File: config.mk
export PLATFORM = sky130hd
export DESIGN_NAME = register_window_controller
export DESIGN_NICKNAME = d
export VERILOG_FILES = /design/src/rtl/register_window_controller.sv
export SDC_FILE = /design/constraint.sdc
export NUM_CORES = 1
export LEC_CHECK = 0
export CAP_MARGIN = 0
export CORE_UTILIZATION = 40
export CTS_CLUSTER_DIAMETER = 40
export DETAILED_ROUTE_END_ITERATION = 10
export GPL_TIMING_DRIVEN = 0
export PLACE_DENSITY = 0.88
export SLEW_MARGIN = 20
export SYNTH_ARGS = -nofsm -noshare
export SYNTH_HDL_FRONTEND = slang
export SYNTH_SLANG_ARGS = --single-unit
export TNS_END_PERCENT = 10
File: constraint.sdc
create_clock -name Clk -period 2.9 [get_ports Clk]
set_clock_uncertainty 0.15 [all_clocks]
set_input_delay 0.58 -clock Clk [delete_from_list [all_inputs] [get_ports Clk]]
set_output_delay 0.58 -clock Clk [all_outputs]
set_load 0.02 [all_outputs]
File: src/rtl/register_window_controller.sv
// SPARC register-window sequencer: owns CWP and WIM, runs SAVE/RESTORE/trap/RETT
// moves through IDLE->CHECK->RESP, and maps architectural to physical register indices.
module register_window_controller #(
  parameter int NWINDOWS = 8,
  parameter int CWP_W    = 3,
  parameter int PHYS_W   = 8
) (
  input  logic                Clk,
  input  logic                Reset,
  input  logic                Save_Req,
  input  logic                Restore_Req,
  input  logic                Trap_Req,
  input  logic                Rett_Req,
  input  logic                Cwp_Write,
  input  logic [CWP_W-1:0]    Cwp_Data,
  input  logic                Wim_Write,
  input  logic [NWINDOWS-1:0] Wim_Data,
  input  logic [4:0]          Rs1_Arch,
  input  logic [4:0]          Rs2_Arch,
  input  logic [4:0]          Rd_Arch,
  output logic [PHYS_W-1:0]   Rs1_Phys,
  output logic [PHYS_W-1:0]   Rs2_Phys,
  output logic [PHYS_W-1:0]   Rd_Phys,
  output logic [CWP_W-1:0]    Cwp,
  output logic [NWINDOWS-1:0] Wim,
  output logic                Busy,
  output logic                Done,
  output logic                Window_Overflow,
  output logic                Window_Underflow
);

  typedef enum logic [1:0] {S_IDLE, S_CHECK, S_RESP} state_t;
  typedef enum logic [1:0] {K_SAVE, K_RESTORE, K_TRAP, K_RETT} kind_t;

  localparam logic [CWP_W:0] NW_L = NWINDOWS[CWP_W:0];

  state_t                r_state;
  kind_t                 r_kind;
  logic [CWP_W-1:0]      r_cwp;
  logic [CWP_W-1:0]      r_target;
  logic [NWINDOWS-1:0]   r_wim;
  logic                  r_busy;
  logic                  r_done;
  logic                  r_ovf;
  logic                  r_unf;
  logic                  w_any_req;
  logic                  w_cwp_ok;

  assign w_any_req = Trap_Req | Rett_Req | Save_Req | Restore_Req;
  assign w_cwp_ok  = ({1'b0, Cwp_Data} < NW_L);

  // Windowed registers wrap modulo 16*NWINDOWS, a power of two, so the
  // CWP_W+4 bit sum truncates to the required modulus.
  function automatic logic [PHYS_W-1:0] map_reg(input logic [4:0] r, input logic [CWP_W-1:0] cwp);
    logic [CWP_W+3:0]  w_ext;
    logic [CWP_W+3:0]  w_sum;
    logic [PHYS_W-1:0] w_p;
    w_p = '0;
    if (r[4:3] == 2'b00) begin
      w_p[4:0] = r;
    end else begin
      w_ext      = '0;
      w_ext[4:0] = r - 5'd8;
      w_sum      = {cwp, 4'b0000} + w_ext;
      w_p[CWP_W+3:0] = w_sum;
      w_p        = w_p + PHYS_W'(8);
    end
    return w_p;
  endfunction

  always_comb begin
    Rs1_Phys = map_reg(Rs1_Arch, r_cwp);
    Rs2_Phys = map_reg(Rs2_Arch, r_cwp);
    Rd_Phys  = map_reg(Rd_Arch, r_cwp);
  end

  always_ff @(posedge Clk) begin
    if (Reset) begin
      r_state  <= S_IDLE;
      r_kind   <= K_SAVE;
      r_cwp    <= '0;
      r_target <= '0;
      r_wim    <= '0;
      r_busy   <= 1'b0;
      r_done   <= 1'b0;
      r_ovf    <= 1'b0;
      r_unf    <= 1'b0;
    end else begin
      r_done <= 1'b0;
      r_ovf  <= 1'b0;
      r_unf  <= 1'b0;
      case (r_state)
        S_IDLE: begin
          if (Wim_Write) r_wim <= Wim_Data;
          if (w_any_req) begin
            r_state <= S_CHECK;
            r_busy  <= 1'b1;
            if (Trap_Req) begin
              r_kind   <= K_TRAP;
              r_target <= r_cwp - 1'b1;
            end else if (Rett_Req) begin
              r_kind   <= K_RETT;
              r_target <= r_cwp + 1'b1;
            end else if (Save_Req) begin
              r_kind   <= K_SAVE;
              r_target <= r_cwp - 1'b1;
            end else begin
              r_kind   <= K_RESTORE;
              r_target <= r_cwp + 1'b1;
            end
          end else if (Cwp_Write && w_cwp_ok) begin
            r_cwp <= Cwp_Data;
          end
        end
        S_CHECK: begin
          r_state <= S_RESP;
          case (r_kind)
            K_TRAP: begin
              r_cwp  <= r_target;
              r_done <= 1'b1;
            end
            K_SAVE: begin
              if (r_wim[r_target]) begin
                r_ovf <= 1'b1;
              end else begin
                r_cwp  <= r_target;
                r_done <= 1'b1;
              end
            end
            default: begin
              if (r_wim[r_target]) begin
                r_unf <= 1'b1;
              end else begin
                r_cwp  <= r_target;
                r_done <= 1'b1;
              end
            end
          endcase
        end
        default: begin
          r_state <= S_IDLE;
          r_busy  <= 1'b0;
        end
      endcase
    end
  end

  assign Cwp              = r_cwp;
  assign Wim              = r_wim;
  assign Busy             = r_busy;
  assign Done             = r_done;
  assign Window_Overflow  = r_ovf;
  assign Window_Underflow = r_unf;

endmodule

* Yosys cells after proc, flatten, opt, wreduce, memory -nomap -nowiden *
Index checks and enable logic that the tools add are counted.

storage, ports and cells
  bits of input ports = 34
  register bits = 22
  output and inout port bits = 39
  logic and storage cells = 71

cells by class
  muxes and demuxes = 26
  add/sub/neg operators = 11
  bitwise gates (word level) = 5
  equality and inequality tests = 6
  magnitude comparators = 1
  reductions and logical operators = 13

operators by type and width
  kind                 count
  $mux 3               10
  $add 7x4->8 const B  3
  $add 7x5->7          3
  $mux 5               3
  $sub 5x4->5 const B  3
  $logic_not 2->1      5
  $mux 1               6
  $mux 2               3
  $ne 2x2->1 const B   3
  $pmux 3 s2           1
  $reduce_and 2->1     3
  $lt 3x4->1 const B   1
  $pmux 2 s2           1
  $reduce_and 4->1     1
  $reduce_or 4->1      1
  $add 3x1->3 const B  1
  $bmux 1 s3           1
  $ne 3x3->1 const B   1
  $or 1x1->1           3
  $reduce_or 3->1      1
  $sub 3x1->3 const B  1
  $eq 2x1->1 const B   1
  $eq 2x2->1 const B   1
  $not 1->1            2
  other kinds (3)      3

* Longest topological paths before layout *
  depth after elaboration = 5
  mapped depth = 8
  gate-level depth less buffers = 8

* Worst setup path before layout *
No wires, ideal clock.

  path kind = in2out
  start point = input Rs1_Arch[3]
  end point = output Rs1_Phys[6]
  arrival time = 1.998 ns
  data required time = 2.170 ns
  path buffers = 0
  slack = 0.172 ns
  cell stages on the path = 8
  cell sequence = inv_1 > ha_1 > inv_1 > ha_1 > ha_1 > and3_1 > xor2_1 > nor2_1

between the ends
  word-level cells in the longest chain between the ends = 4
  elaborated cells on any way between the ends = 5
  classes of those cells = add/sub (3); mux (1); reduce/logical (1)

ends and longest elaborated chain
  what         line  source
  from (decl)  18    input logic [4:0] Rs1_Arch,
  $sub 5x4->5  63    w_ext[4:0] = r - 5'd8;
  $add 7x5->7  64    w_sum = {cwp, 4'b0000} + w_ext;
  $add 7x4->8  66    w_p = w_p + PHYS_W'(8);
  $mux 3 *     59    if (r[4:3] == 2'b00) begin
  to (decl)    21    output logic [PHYS_W-1:0] Rs1_Phys,

Mark *: on every way between the ends. The rest lies on a longest branch, timed or not.

* Final worst setup path *
Ends and elaborated chain as after synthesis.

==> reports/results.ini <==
[drt]
vias = 1340
viasPerCell = 4.769
postRouteAntennaNets = 0
wl_um = 3208
first_pass_iters = 4
route.detailed.drc = 0
initialDrtViolationCount = 43
wl_per_cell_um = 11.42

[worst_setup_path]
r2r_start = r_target[1]
cp_data_required_time_ns = 2.17
cp.arrival_ns = 2.13
r2r.worst_path.cells = 4
crit_chain = clkdlybuf4s15_1 > inv_2 > ha_1 > inv_1 > ha_2 > ha_4 > and3_4 > xor2_1 > nor2_1 > buf_4
crit_path_start_kind = input pin
critPathKind = input pin to output port
max_stage_delay_ns = 0.28
worstSetupStartpoint = Rs1_Arch[3]
cp_slowest_cell = ha_1
crit_path_end_kind = output port
critPathMaxFanout = 3

[synthesis]
syn_inst = 168
ys_ff_latch = 22
synth_cell_types = 33
yosysWarningCount = 0
seq_area_frac_synth_pct = 31.23
syn_area_mm2 = 0.001410
synth.avg_cell_area_um2 = 8.393
syn-num-nets = 215

[layout]
drive_gt1_share_pct = 21.70
fillers = 333
n_antenna_cell = 0
multi_input_area_um2 = 899.6
nNetsFinal = 283
regArea_um2 = 440.4
area_growth_pct = 53.68

[clock_tree]
cts_sinks = 22
cts_tree = yes
clk_latency_ns = 0.31
cts-htree-levels = 1
numCtsBuffers = 3
cts_root_buf = clkbuf_4
hold_buffers = 0
cts_buffer_depth = 2
clk_pin_slew_ns = 0.12

[pwr]
p_clk_share_pct = 17.5
ir_drop_v = 0.0003104
switching_share_pct = 34.58
power_density_mw_per_mm2 = 440.4
p_seq_share_pct = 37.9
p_int_mw = 0.6244
pwr-share-comb_pct = 44.6
finalPower_mw = 0.9544
p_leak_nw = 0.9076
p_sw_mw = 0.3300

[sta]
rsz0062_at_grt = yes
tightest_slew_ns = 0.6374
post-route-min-period_ns = 2.861
hold_viol_final = 0
fmax_mhz = 349.5
fin_crit_sh_pct = 98.66
slew_violations = 0
setup_viol = 0
holdWs_ns = 0.3170
relSlewSlack_pct = 57.12

[global_routing]
grt_use_total_pct = 17.07
grt_pass1_vias = 1191
grt_start_max_net_pins = 13
grt_pass1_wl_um = 4850
antenna_found_initial = 0
grt_overflow_total = 0

[placed_design]
gp_congestion = 0.8307
portBuffers = 62
dp_hpwl_um = 2613

[floorplan]
dieHeight_um = 61.38
start_util_pct = 41.93
die_x_um = 61.38
coreArea_mm2 = 0.003363
row_count = 21
die_area_mm2 = 0.003767
ioPinCount = 73

[hold_path]
hold_path_class = flip-flop to flip-flop
hold_start = r_kind[1]
holdPathStages = 1

[run]
cap_violations = 0

[status]
status = completed

[state kept, by name (all words and copies together), names as in the netlist]
signal / flops
Done: 1
r_state: 2
Cwp: 3
r_kind: 2
Wim: 8
Window_Underflow: 1
Busy: 1
Window_Overflow: 1
r_target: 3
[cell type report]
type | count | share of cell area [%]
repair buffers | 63 | 26.91
flip-flops and latches | 22 | 20.32
plain buffers | 16 | 4.850
inverters | 12 | 2.079
well taps | 46 | 2.656
multi-input cells | 118 | 41.51
clock buffers | 4 | 1.674
[cells in the final DEF, fill, tap and decap left out, drive strengths merged, types with 2 or more instances in the layout]
cell / netlist / routed
dlygate4sd2: 0 / 3
nand2: 23 / 23
a21oi: 12 / 12
ha: 13 / 13
mux2: 6 / 6
nor3: 4 / 4
nand3: 2 / 2
nand2b: 4 / 4
a211oi: 7 / 7
nor3b: 2 / 2
and2: 2 / 2
inv: 12 / 12
clkdlybuf4s15: 0 / 2
clkdlybuf4s50: 0 / 44
nor4: 2 / 2
xnor2: 9 / 9
clkbuf: 4 / 9
o21ai: 4 / 4
dfxtp: 22 / 22
mux4: 2 / 2
or3: 2 / 2
and3: 2 / 2
nor2b: 2 / 2
buf: 12 / 24
nor2: 13 / 13
[routing by layer]
metal  wire, um  share of wire [%]  track usage, %
met1       1341                 42           19.36
met3        150                4.7           3.151
met5          0                  0               0
met4         13               0.41           1.905
met2       1702                 53           33.85
[cell families (layout without fill, tap and decap cells)]
kind of cell	Yosys count	count (layout)	synth area share (%)
DFF	22	22	31.23
xor gates and xnor gates	10	10	6.212
and+or+nand+nor	59	59	19.52
buffers and inverters	28	95	10.65
AOI/OAI and AO/OA	28	28	12.60
adders and majority gates	13	13	11.54
muxes	8	8	8.251
[critical path: cells and delay by family]
kind	cells	cell delay, ns
buffers and inverters	4	0.46
adder cells (fa/ha/maj)	3	0.67
AND/OR/NAND/NOR	2	0.28
XOR/XNOR	1	0.13
[worst paths after layout]
path                           to  slack, ns
setup / recovery      Rs1_Phys[6]       0.04
hold reg to reg   Window_Overflow       0.32
setup reg to reg           Cwp[0]       0.98
hold / removal    Window_Overflow       0.32
[what timing repair did]
item	4_1_cts	5_1_grt
setup buffers	0	1
pin swaps	2	3
setup endpoints to repair	12	9
resized for setup	69	11
[per-stage QoR]
stage               setup TNS, ns  util (%)  instances  cell area (um^2)  setup slack, ns
finish                          0     64.43        281              2167          0.03897
global route             -0.04766     64.43        281              2167         -0.04766
CTS                       -0.3195     64.10        280              2156          -0.1522
detailed placement         -7.084     62.09        276              2088          -0.7876
global placement           -6.779     62.09        276              2088          -0.7551
floorplan                       0         -        168              1410           0.1724
[Yosys cell counts, drive strengths merged]
cell type / count / area share, %
a211oi: 7 / 3.7
a21boi: 1 / 0.53
a21o: 1 / 0.53
a21oi: 12 / 4.3
a31o: 1 / 0.62
and2: 2 / 0.98
and3: 2 / 0.89
buf: 12 / 6.4
clkbuf: 4 / 1.1
dfxtp: 22 / 31
ha: 13 / 12
inv: 12 / 3.2
mux2: 6 / 5.1
mux4: 2 / 3.2
nand2: 23 / 6.1
nand2b: 4 / 1.8
nand3: 2 / 0.71
nor2: 13 / 3.5
nor2b: 2 / 0.89
nor3: 4 / 1.4
nor3b: 2 / 1.1
nor4: 2 / 0.89
o21a: 1 / 0.53
o21ai: 4 / 1.7
o21ba: 1 / 0.71
or2: 1 / 0.44
or3: 2 / 0.89
xnor2: 9 / 5.6
xor2: 1 / 0.62
[power by group through the flow]
stage	Clock (mW)	Sequential (mW)	Combinational [mW]
final	0.167	0.361	0.426
after global routing	0.180	0.366	0.465
after global placement	0	0.364	0.414
after CTS	0.172	0.361	0.423
after floorplan	0	0.377	0.238
after detailed placement	0	0.366	0.422
No activity file was read; power rests on OpenSTA's default activity.
